[config.mk]
export PLATFORM = sky130hd
export DESIGN_NAME = req_code_sequencer
export DESIGN_NICKNAME = d
export VERILOG_FILES = /design/src/rtl/req_code_sequencer_pkg.sv /design/src/rtl/req_code_sequencer_pick.sv /design/src/rtl/req_code_sequencer.sv
export SDC_FILE = /design/constraint.sdc
export NUM_CORES = 1
export LEC_CHECK = 0
export ABC_AREA = 1
export BUFFER_PORTS_ARGS = -buffer_cell sky130_fd_sc_hd__buf_2
export CELL_PAD_IN_SITES_DETAIL_PLACEMENT = 1
export CELL_PAD_IN_SITES_GLOBAL_PLACEMENT = 2
export CORE_UTILIZATION = 25
export CTS_CLUSTER_DIAMETER = 50
export CTS_CLUSTER_SIZE = 10
export DETAILED_ROUTE_END_ITERATION = 10
export HOLD_SLACK_MARGIN = 0.15
export PLACE_DENSITY = 0.68
export SLEW_MARGIN = 20
export SYNTH_ARGS = -nofsm -noshare
export SYNTH_HDL_FRONTEND = slang
export SYNTH_SLANG_ARGS = --single-unit
[constraint.sdc]
create_clock -name clk -period 1.2 [get_ports clk]
set_clock_uncertainty 0.2 [all_clocks]
set_input_delay 0.24 -clock clk [delete_from_list [all_inputs] [get_ports clk]]
set_output_delay 0.24 -clock clk [all_outputs]
set_load 0.03 [all_outputs]
[src/rtl/req_code_sequencer_pkg.sv]
// req_seq_pkg -- shared types and helpers for the request code sequencer.
//   state_t    : presenter FSM states (ST_IDLE, ST_PRESENT)
//   N_REQ_DEF  : default number of request lines
//   CODE_W_DEF : default code width ($clog2(N_REQ_DEF))
//   onehot()   : expands a default-width code into a default-width one-hot mask
package req_seq_pkg;

  typedef enum logic [0:0] {
    ST_IDLE    = 1'b0,
    ST_PRESENT = 1'b1
  } state_t;

  localparam int unsigned N_REQ_DEF  = 8;
  localparam int unsigned CODE_W_DEF = 3;

  function automatic logic [N_REQ_DEF-1:0] onehot(input logic [CODE_W_DEF-1:0] code);
    logic [N_REQ_DEF-1:0] v;
    v       = '0;
    v[code] = 1'b1;
    return v;
  endfunction

endpackage

[src/rtl/req_code_sequencer_pick.sv]
// req_pick -- combinational circular priority search over a request vector.
//   Parameters: N_REQ (vector width), CODE_W (index width), DOWN (search direction)
//   i_vec   : candidate vector
//   i_start : first index examined; search wraps modulo N_REQ
//   o_code  : first set index in search order (0 when none)
//   o_any   : at least one bit of i_vec is set
// DOWN=1 with i_start=N_REQ-1 gives plain highest-index-wins priority.
module req_pick
  import req_seq_pkg::*;
#(
  parameter int unsigned N_REQ  = N_REQ_DEF,
  parameter int unsigned CODE_W = CODE_W_DEF,
  parameter bit          DOWN   = 1'b1
) (
  input  logic [N_REQ-1:0]  i_vec,
  input  logic [CODE_W-1:0] i_start,
  output logic [CODE_W-1:0] o_code,
  output logic              o_any
);

  always_comb begin : search
    int unsigned w_s;
    int unsigned w_idx;
    logic        w_found;
    w_s     = 32'(i_start);
    w_idx   = 0;
    w_found = 1'b0;
    o_code  = '0;
    for (int unsigned k = 0; k < N_REQ; k++) begin
      if (DOWN) begin
        w_idx = (w_s + N_REQ - k) % N_REQ;
      end else begin
        w_idx = (w_s + k) % N_REQ;
      end
      if (!w_found && i_vec[w_idx]) begin
        w_found = 1'b1;
        o_code  = CODE_W'(w_idx);
      end
    end
    o_any = w_found;
  end

endmodule

[src/rtl/req_code_sequencer.sv]
// req_code_sequencer -- captures request lines into a sticky pending register and
// presents one pending request at a time as a binary code with valid/ready.
//   clk       : clock, rising edge
//   rst_n     : asynchronous active-low reset
//   req       : request lines, level-sampled every edge
//   out_code  : index of the presented request (registered)
//   out_valid : out_code valid, held until accepted (registered)
//   out_ready : downstream accept
//   pending   : pending request register
//   ovf       : sticky flags for requests that re-fired while still pending
//   ovf_clr   : clears all ovf bits at the next edge (wins over a new set)
// Build option: define ROUND_ROBIN_EN for round-robin selection starting after the
// last accepted index; otherwise fixed priority, highest index wins.
module req_code_sequencer
  import req_seq_pkg::*;
#(
  parameter int unsigned N_REQ  = N_REQ_DEF,
  parameter int unsigned CODE_W = CODE_W_DEF
) (
  input  logic              clk,
  input  logic              rst_n,
  input  logic [N_REQ-1:0]  req,
  output logic [CODE_W-1:0] out_code,
  output logic              out_valid,
  input  logic              out_ready,
  output logic [N_REQ-1:0]  pending,
  output logic [N_REQ-1:0]  ovf,
  input  logic              ovf_clr
);

  if (CODE_W != $clog2(N_REQ)) begin : g_bad_code_w
    $error("req_code_sequencer: CODE_W must equal $clog2(N_REQ)");
  end

  state_t              r_state;
  logic [CODE_W-1:0]   r_out_code;
  logic                r_out_valid;
  logic [N_REQ-1:0]    r_pending;
  logic [N_REQ-1:0]    r_ovf;

  logic                w_ack;
  logic [N_REQ-1:0]    w_oh;
  logic [N_REQ-1:0]    w_ack_mask;
  logic [CODE_W-1:0]   w_start;
  logic [CODE_W-1:0]   w_pick_code;
  logic                w_pick_any;

  assign w_ack = r_out_valid & out_ready;

  if (N_REQ == N_REQ_DEF && CODE_W == CODE_W_DEF) begin : g_oh_pkg
    assign w_oh = onehot(r_out_code);
  end else begin : g_oh_shift
    assign w_oh = {{(N_REQ-1){1'b0}}, 1'b1} << r_out_code;
  end

  assign w_ack_mask = w_ack ? w_oh : '0;

`ifdef ROUND_ROBIN_EN
  logic [CODE_W-1:0] r_rr_ptr;

  assign w_start = (r_rr_ptr == CODE_W'(N_REQ-1)) ? '0 : r_rr_ptr + 1'b1;

  req_pick #(
    .N_REQ  (N_REQ),
    .CODE_W (CODE_W),
    .DOWN   (1'b0)
  ) u_pick (
    .i_vec   (r_pending),
    .i_start (w_start),
    .o_code  (w_pick_code),
    .o_any   (w_pick_any)
  );
`else
  assign w_start = CODE_W'(N_REQ-1);

  req_pick #(
    .N_REQ  (N_REQ),
    .CODE_W (CODE_W),
    .DOWN   (1'b1)
  ) u_pick (
    .i_vec   (r_pending),
    .i_start (w_start),
    .o_code  (w_pick_code),
    .o_any   (w_pick_any)
  );
`endif

  // Set wins over ack: a bit re-requested on its ack edge stays pending.
  always_ff @(posedge clk or negedge rst_n) begin
    if (!rst_n) begin
      r_pending <= '0;
    end else begin
      r_pending <= (r_pending & ~w_ack_mask) | req;
    end
  end

  always_ff @(posedge clk or negedge rst_n) begin
    if (!rst_n) begin
      r_ovf <= '0;
    end else if (ovf_clr) begin
      r_ovf <= '0;
    end else begin
      r_ovf <= r_ovf | (req & r_pending & ~w_ack_mask);
    end
  end

  // Selection looks at registered pending only, so a request sampled on this
  // edge becomes eligible one edge later.
  always_ff @(posedge clk or negedge rst_n) begin
    if (!rst_n) begin
      r_state     <= ST_IDLE;
      r_out_code  <= '0;
      r_out_valid <= 1'b0;
`ifdef ROUND_ROBIN_EN
      r_rr_ptr    <= CODE_W'(N_REQ-1);
`endif
    end else begin
      unique case (r_state)
        ST_IDLE: begin
          if (w_pick_any) begin
            r_out_code  <= w_pick_code;
            r_out_valid <= 1'b1;
            r_state     <= ST_PRESENT;
          end
        end
        ST_PRESENT: begin
          if (w_ack) begin
            r_out_valid <= 1'b0;
            r_state     <= ST_IDLE;
`ifdef ROUND_ROBIN_EN
            r_rr_ptr    <= r_out_code;
`endif
          end
        end
        default: begin
          r_state     <= ST_IDLE;
          r_out_valid <= 1'b0;
        end
      endcase
    end
  end

  assign out_code  = r_out_code;
  assign out_valid = r_out_valid;
  assign pending   = r_pending;
  assign ovf       = r_ovf;

endmodule
# Word-level counts from Yosys, hierarchy flattened
# Cells that the tools add are included.
[op_classes]
magnitude_cmp = 2
eq_ne = 2
muxes = 26
n_bitwise = 8
reduce_logical = 17
[ops]
columns = ["operator", "count"]
rows = [
  ["AND 8 bit", 3],
  ["2-to-1 mux 3 bit", 8],
  ["2-to-1 mux 8 bit", 2],
  ["bitwise OR 8 bit", 2],
  ["2-to-1 mux 1 bit", 13],
  ["logical AND 1 bit", 8],
  ["inverter 8 bit", 1],
  ["zero test 1 bit", 7],
  ["less-than comparator 3 x 4 -> 1 bit, second input constant", 1],
  ["inequality test 2 x 1 -> 1 bit, second input constant", 2],
  ["one-hot mux 1 bit (2 select lines)", 2],
  ["AND reduction 2 bit", 2],
  ["demux 1 bit (select 3 bit)", 1],
  ["greater-or-equal comparator 3 x 1 -> 1 bit, second input constant", 1],
  ["AND 1 bit", 1],
  ["inverter 1 bit", 1],
]
[totals]
reg_bits = 21
input_bits = 12
out_inout_bits = 20
elab_cells = 60

# Depth between registers and ports, before layout
[logic_depth]
depth_word = 24
depth_mapped = 7
depth_no_buf = 7

# Cells and area by module
# Synthesis repeated with hierarchy kept, for this count alone.
[unflattened]
cells_unflattened = 241
area_unflattened_um2 = 1765.4
[by_module_without_submodules]
columns = ["mod", "instances", "cells_each", "area_each_um2", "seq_area_each_um2"]
rows = [
  ["req_code_sequencer", 1, 105, 905.9, 525.5],
  ["req_pick", 1, 136, 859.6, 0.0],
]

# Worst setup path before layout
# Ideal clock, no wire load.
[synth_path]
path_type = "reg-to-reg"
startpoint = "register r_pending[6], in the netlist pending[6]"
endpoint = "register r_out_code[0], in the netlist out_code[0]"
setup_ns = 0.117
t_arrival_ns = 1.078
required_ns = 0.883
slack_ns = -0.195
stages_incl_launch_ff = 7
path_buffers = 0
synth_period_minus_slack_ns = 1.395
path_cell_list = "dfrtp_1 > nor2_4 > nand3b_4 > nor2_2 > nor2_1 > nand2_1 > nand2_1"
[synth_between]
elab_chain_cells = 21
word_cells_on_any_way = 28
cone_classes = "mux: 14; reduce/logical: 14"
[synth_rtl]
columns = ["element", "line", "rtl"]
rows = [
  ["start, declared", "req_code_sequencer.sv:38", "logic [N_REQ-1:0] r_pending;"],
  ["start signal, assigned", "req_code_sequencer.sv:93", "r_pending <= (r_pending & ~w_ack_mask) | req;"],
  ["logical AND 1 bit (*)", "req_code_sequencer_pick.sv:35", "if (!w_found && i_vec[w_idx]) begin"],
  ["2-to-1 mux 1 bit", "req_code_sequencer_pick.sv:35", ""],
  ["zero test 1 bit", "req_code_sequencer_pick.sv:35", ""],
  ["logical AND 1 bit", "req_code_sequencer_pick.sv:35", ""],
  ["2-to-1 mux 1 bit", "req_code_sequencer_pick.sv:35", ""],
  ["zero test 1 bit", "req_code_sequencer_pick.sv:35", ""],
  ["logical AND 1 bit", "req_code_sequencer_pick.sv:35", ""],
  ["2-to-1 mux 1 bit", "req_code_sequencer_pick.sv:35", ""],
  ["(+5 left out)", "n/a", ""],
  ["2-to-1 mux 1 bit", "req_code_sequencer_pick.sv:35", ""],
  ["zero test 1 bit", "req_code_sequencer_pick.sv:35", ""],
  ["logical AND 1 bit", "req_code_sequencer_pick.sv:35", ""],
  ["2-to-1 mux 1 bit", "req_code_sequencer_pick.sv:35", ""],
  ["zero test 1 bit", "req_code_sequencer_pick.sv:35", ""],
  ["logical AND 1 bit", "req_code_sequencer_pick.sv:35", ""],
  ["2-to-1 mux 1 bit", "req_code_sequencer_pick.sv:35", ""],
  ["AND reduction 2 bit (no line)", "n/a", ""],
  ["end signal, assigned", "req_code_sequencer.sv:121", "r_out_code <= w_pick_code;"],
  ["end, declared", "req_code_sequencer.sv:36", "logic [CODE_W-1:0] r_out_code;"],
]
# Mark *: on every way between the ends. The rest lies on a longest branch, timed or not.
# A chain may end at the register's enable or synchronous reset.

# Worst setup path in the final report
[layout_path]
startpoint = "register r_pending[4], in the netlist pending[4]"
endpoint = "register r_out_code[0], in the netlist out_code[0]"
[layout_between]
elab_chain_cells = 15
word_cells_on_any_way = 20
cone_classes = "mux: 10; reduce/logical: 10"
[layout_rtl]
columns = ["element", "line"]
rows = [
  ["logical AND 1 bit (*)", "req_code_sequencer_pick.sv:35"],
  ["2-to-1 mux 1 bit", "req_code_sequencer_pick.sv:35"],
  ["zero test 1 bit", "req_code_sequencer_pick.sv:35"],
  ["logical AND 1 bit", "req_code_sequencer_pick.sv:35"],
  ["2-to-1 mux 1 bit", "req_code_sequencer_pick.sv:35"],
  ["zero test 1 bit", "req_code_sequencer_pick.sv:35"],
  ["logical AND 1 bit", "req_code_sequencer_pick.sv:35"],
  ["2-to-1 mux 1 bit", "req_code_sequencer_pick.sv:35"],
  ["zero test 1 bit", "req_code_sequencer_pick.sv:35"],
  ["logical AND 1 bit", "req_code_sequencer_pick.sv:35"],
  ["2-to-1 mux 1 bit", "req_code_sequencer_pick.sv:35"],
  ["zero test 1 bit", "req_code_sequencer_pick.sv:35"],
  ["logical AND 1 bit", "req_code_sequencer_pick.sv:35"],
  ["2-to-1 mux 1 bit", "req_code_sequencer_pick.sv:35"],
  ["AND reduction 2 bit (no line)", "n/a"],
]
# Marked as above.

==> reports/metrics.yaml <==
outcome: "finished with violations"
violations: "setup timing"
clockBufferDepth: 2
synth_area_leaders: "dfrtp_1, nand2_1, a21o_1, nor2_1, a31oi_1"
track_usage: 0.159
slew_viol_final: 0
area_growth_syn_to_layout_pct: 88.7
path_class: "reg -> reg"
syn_inst: 99
start_util: 0.269
layout.nets: 184
grt_max_degree: 22
antenna_left: 0
cp-endpoint: "out_code[0]$_DFFE_PN0P_"
worst_pin_slew_ns: 0.484
yosys_register_bits: 21
cap_violations: 0
period_share: 1.21
wl_per_cell_um: 13.5
dieArea_mm2: 0.00396
viasPerCell: 4.47
grt_pass1_vias: 1022
holdCritPathClass: "in -> reg"
crit_start: "pending[4]$_DFF_PN0_"
final_common_cell: "buf_6"
hold_viol_final: 0
num_vias: 971
cts_tree: "yes"
cts_root_buf: "clkbuf_8"
seq_area_frac_synth: 0.567
p_per_area_mw_per_mm2: 1760
synth_cell_types: 16
antenna_cells: 0
fin_hold_ws_ns: 0.238
mostFrequentLayoutCells: "buf_6, buf_4, nor2_1, dfrtp_1"
grt.overflow.total: 0
setup_viol: 41
cp.arrival_ns: 1.40
clkLatencyLatePin_ns: 0.26
avgSynthCellArea_um2: 9.37
rsz0062_at_grt: "yes"
drtIter0Drc: 16
grt_antenna_before_repair: 0
cp_max_fo: 3
core_mm2: 0.00344
fin_setup_tns_ns: -4.68
worstReg2RegStart: "pending[4]$_DFF_PN0_"
critPathSlowestCell: "dfrtp_2"
clkTransAtPathRegs_ns: 0.09
drc: 0
r2r_setup_slack_ns: -0.25
path_cells: "buf_4, nor2_4, nand3b_4, nor2_4, nor2_2, nand2_1, nand2_1"
r2r-end: "out_code[0]$_DFFE_PN0P_"
numCtsBuffers: 3
critPathRequiredTime_ns: 1.15
worstSetupEndpointType: "flop"
fin_ws_ns: -0.253
pre_cts_slack_ns: -0.133
reg2reg_depth: 7
grt_pass1_wl_mm: 4.91
slew_headroom: 0.677
totalPowerFinal_mw: 3.08
leakage_nw: 0.815
critPathMaxStageDelay_ns: 0.43
die_h_um: 62.9
drive_above_1_share: 0.550
cts_max_level: 1
synth_nets: 111
clock.fmax_mhz: 688
routed_wl_mm: 2.94
syn-cell-area_um2: 927
dieWidth_um: 62.9
ios: 32
dr.pass1.iters: 3
portBuffers: 31
max-vdd-ir-drop_uv: 610
yosysTopAreaCellShare: 0.567
timing.critical_path.from_type: "flop"
rows: 21
yosysTopAreaCell: "dfrtp_1"
yosysWarnings: 0
dp.final_hpwl_mm: 1.93
clock-sinks: 21
period_minus_slack_ns: 1.45
gp_congestion: 0.739
per-stage QoR:
stage          utilization  std cells  area, µm²
6_report             0.508        217       1750
5_1_grt              0.508        217       1750
3_3_place_gp         0.362        187       1250
3_5_place_dp         0.362        187       1250
4_1_cts              0.487        212       1680
2_1_floorplan            -         99        947
registers in the layout, indices dropped and copies added (netlist names):
signal and count:
out_code 3, ovf 8, pending 8, out_valid 1, r_state 1
synthesized netlist by cell type (all sizes together):
master   n
a31oi    8
a21o     8
o21ai    3
dfrtp   21
nor2    21
nand3    2
inv     10
buf      1
nand2   21
a21oi    3
nand3b   1
worst max-delay path: cells and delay by family, from the launching register on:
kind / cells / cell delay, ns
flops: 1 / 0.43
buf+inv: 1 / 0.15
simple gates: 6 / 0.58
what timing repair did:
action | 4_1_cts | 5_1_grt
endpoints found under the setup margin | 38 | 41
pin swaps | 3 | 5
setup buffers | 11 | 5
gates resized for setup | 63 | 5
hold buffers | 10 | 0
hold endpoints to repair | 37 | 0
power by group:
part / total (mW) / switching [mW] / internal [mW]
clock: 0.488 / 0.251 / 0.237
sequential: 1.03 / 0.168 / 0.866
combinational: 1.55 / 0.804 / 0.750
logic make-up (layout without fill, tap and decap cells):
logic type             after synthesis  count (layout)  share of synthesized area
AND/OR/NAND/NOR                     45              45                      0.229
buffers and inverters               11              83                     0.0445
AO/OA/AOI/OAI                       22              22                      0.159
flip-flops                          21              21                      0.567
cell type report:
cell class | instances | area (µm²)
fillers | 398 | 1690
repair buffers | 69 | 632
flip-flops and latches | 21 | 536
multi-input cells | 67 | 439
well taps | 46 | 57.6
clock buffers | 4 | 45.0
inverters | 10 | 40.0
worst min-delay path by stage:
stage                         start                      end  slack (ns)  cells past startpoint
final                     out_ready     pending[7]$_DFF_PN0_        0.24                      5
after global routing      out_ready     pending[7]$_DFF_PN0_        0.25                      5
after CTS                 out_ready     pending[5]$_DFF_PN0_        0.22                      5
after detailed placement      rst_n         ovf[4]$_DFF_PN0_        0.04                      1
after global placement        rst_n         ovf[4]$_DFF_PN0_        0.02                      1
after floorplan               rst_n  out_code[0]$_DFFE_PN0P_       -0.26                      0
layer usage:
layer | wire, µm | GRT usage
met3 | 50 | 0.0237
met2 | 1580 | 0.267
met4 | 27 | 0.0523
met1 | 1280 | 0.206
met5 | 0 | 0
No activity file was read; power rests on OpenSTA's default activity.
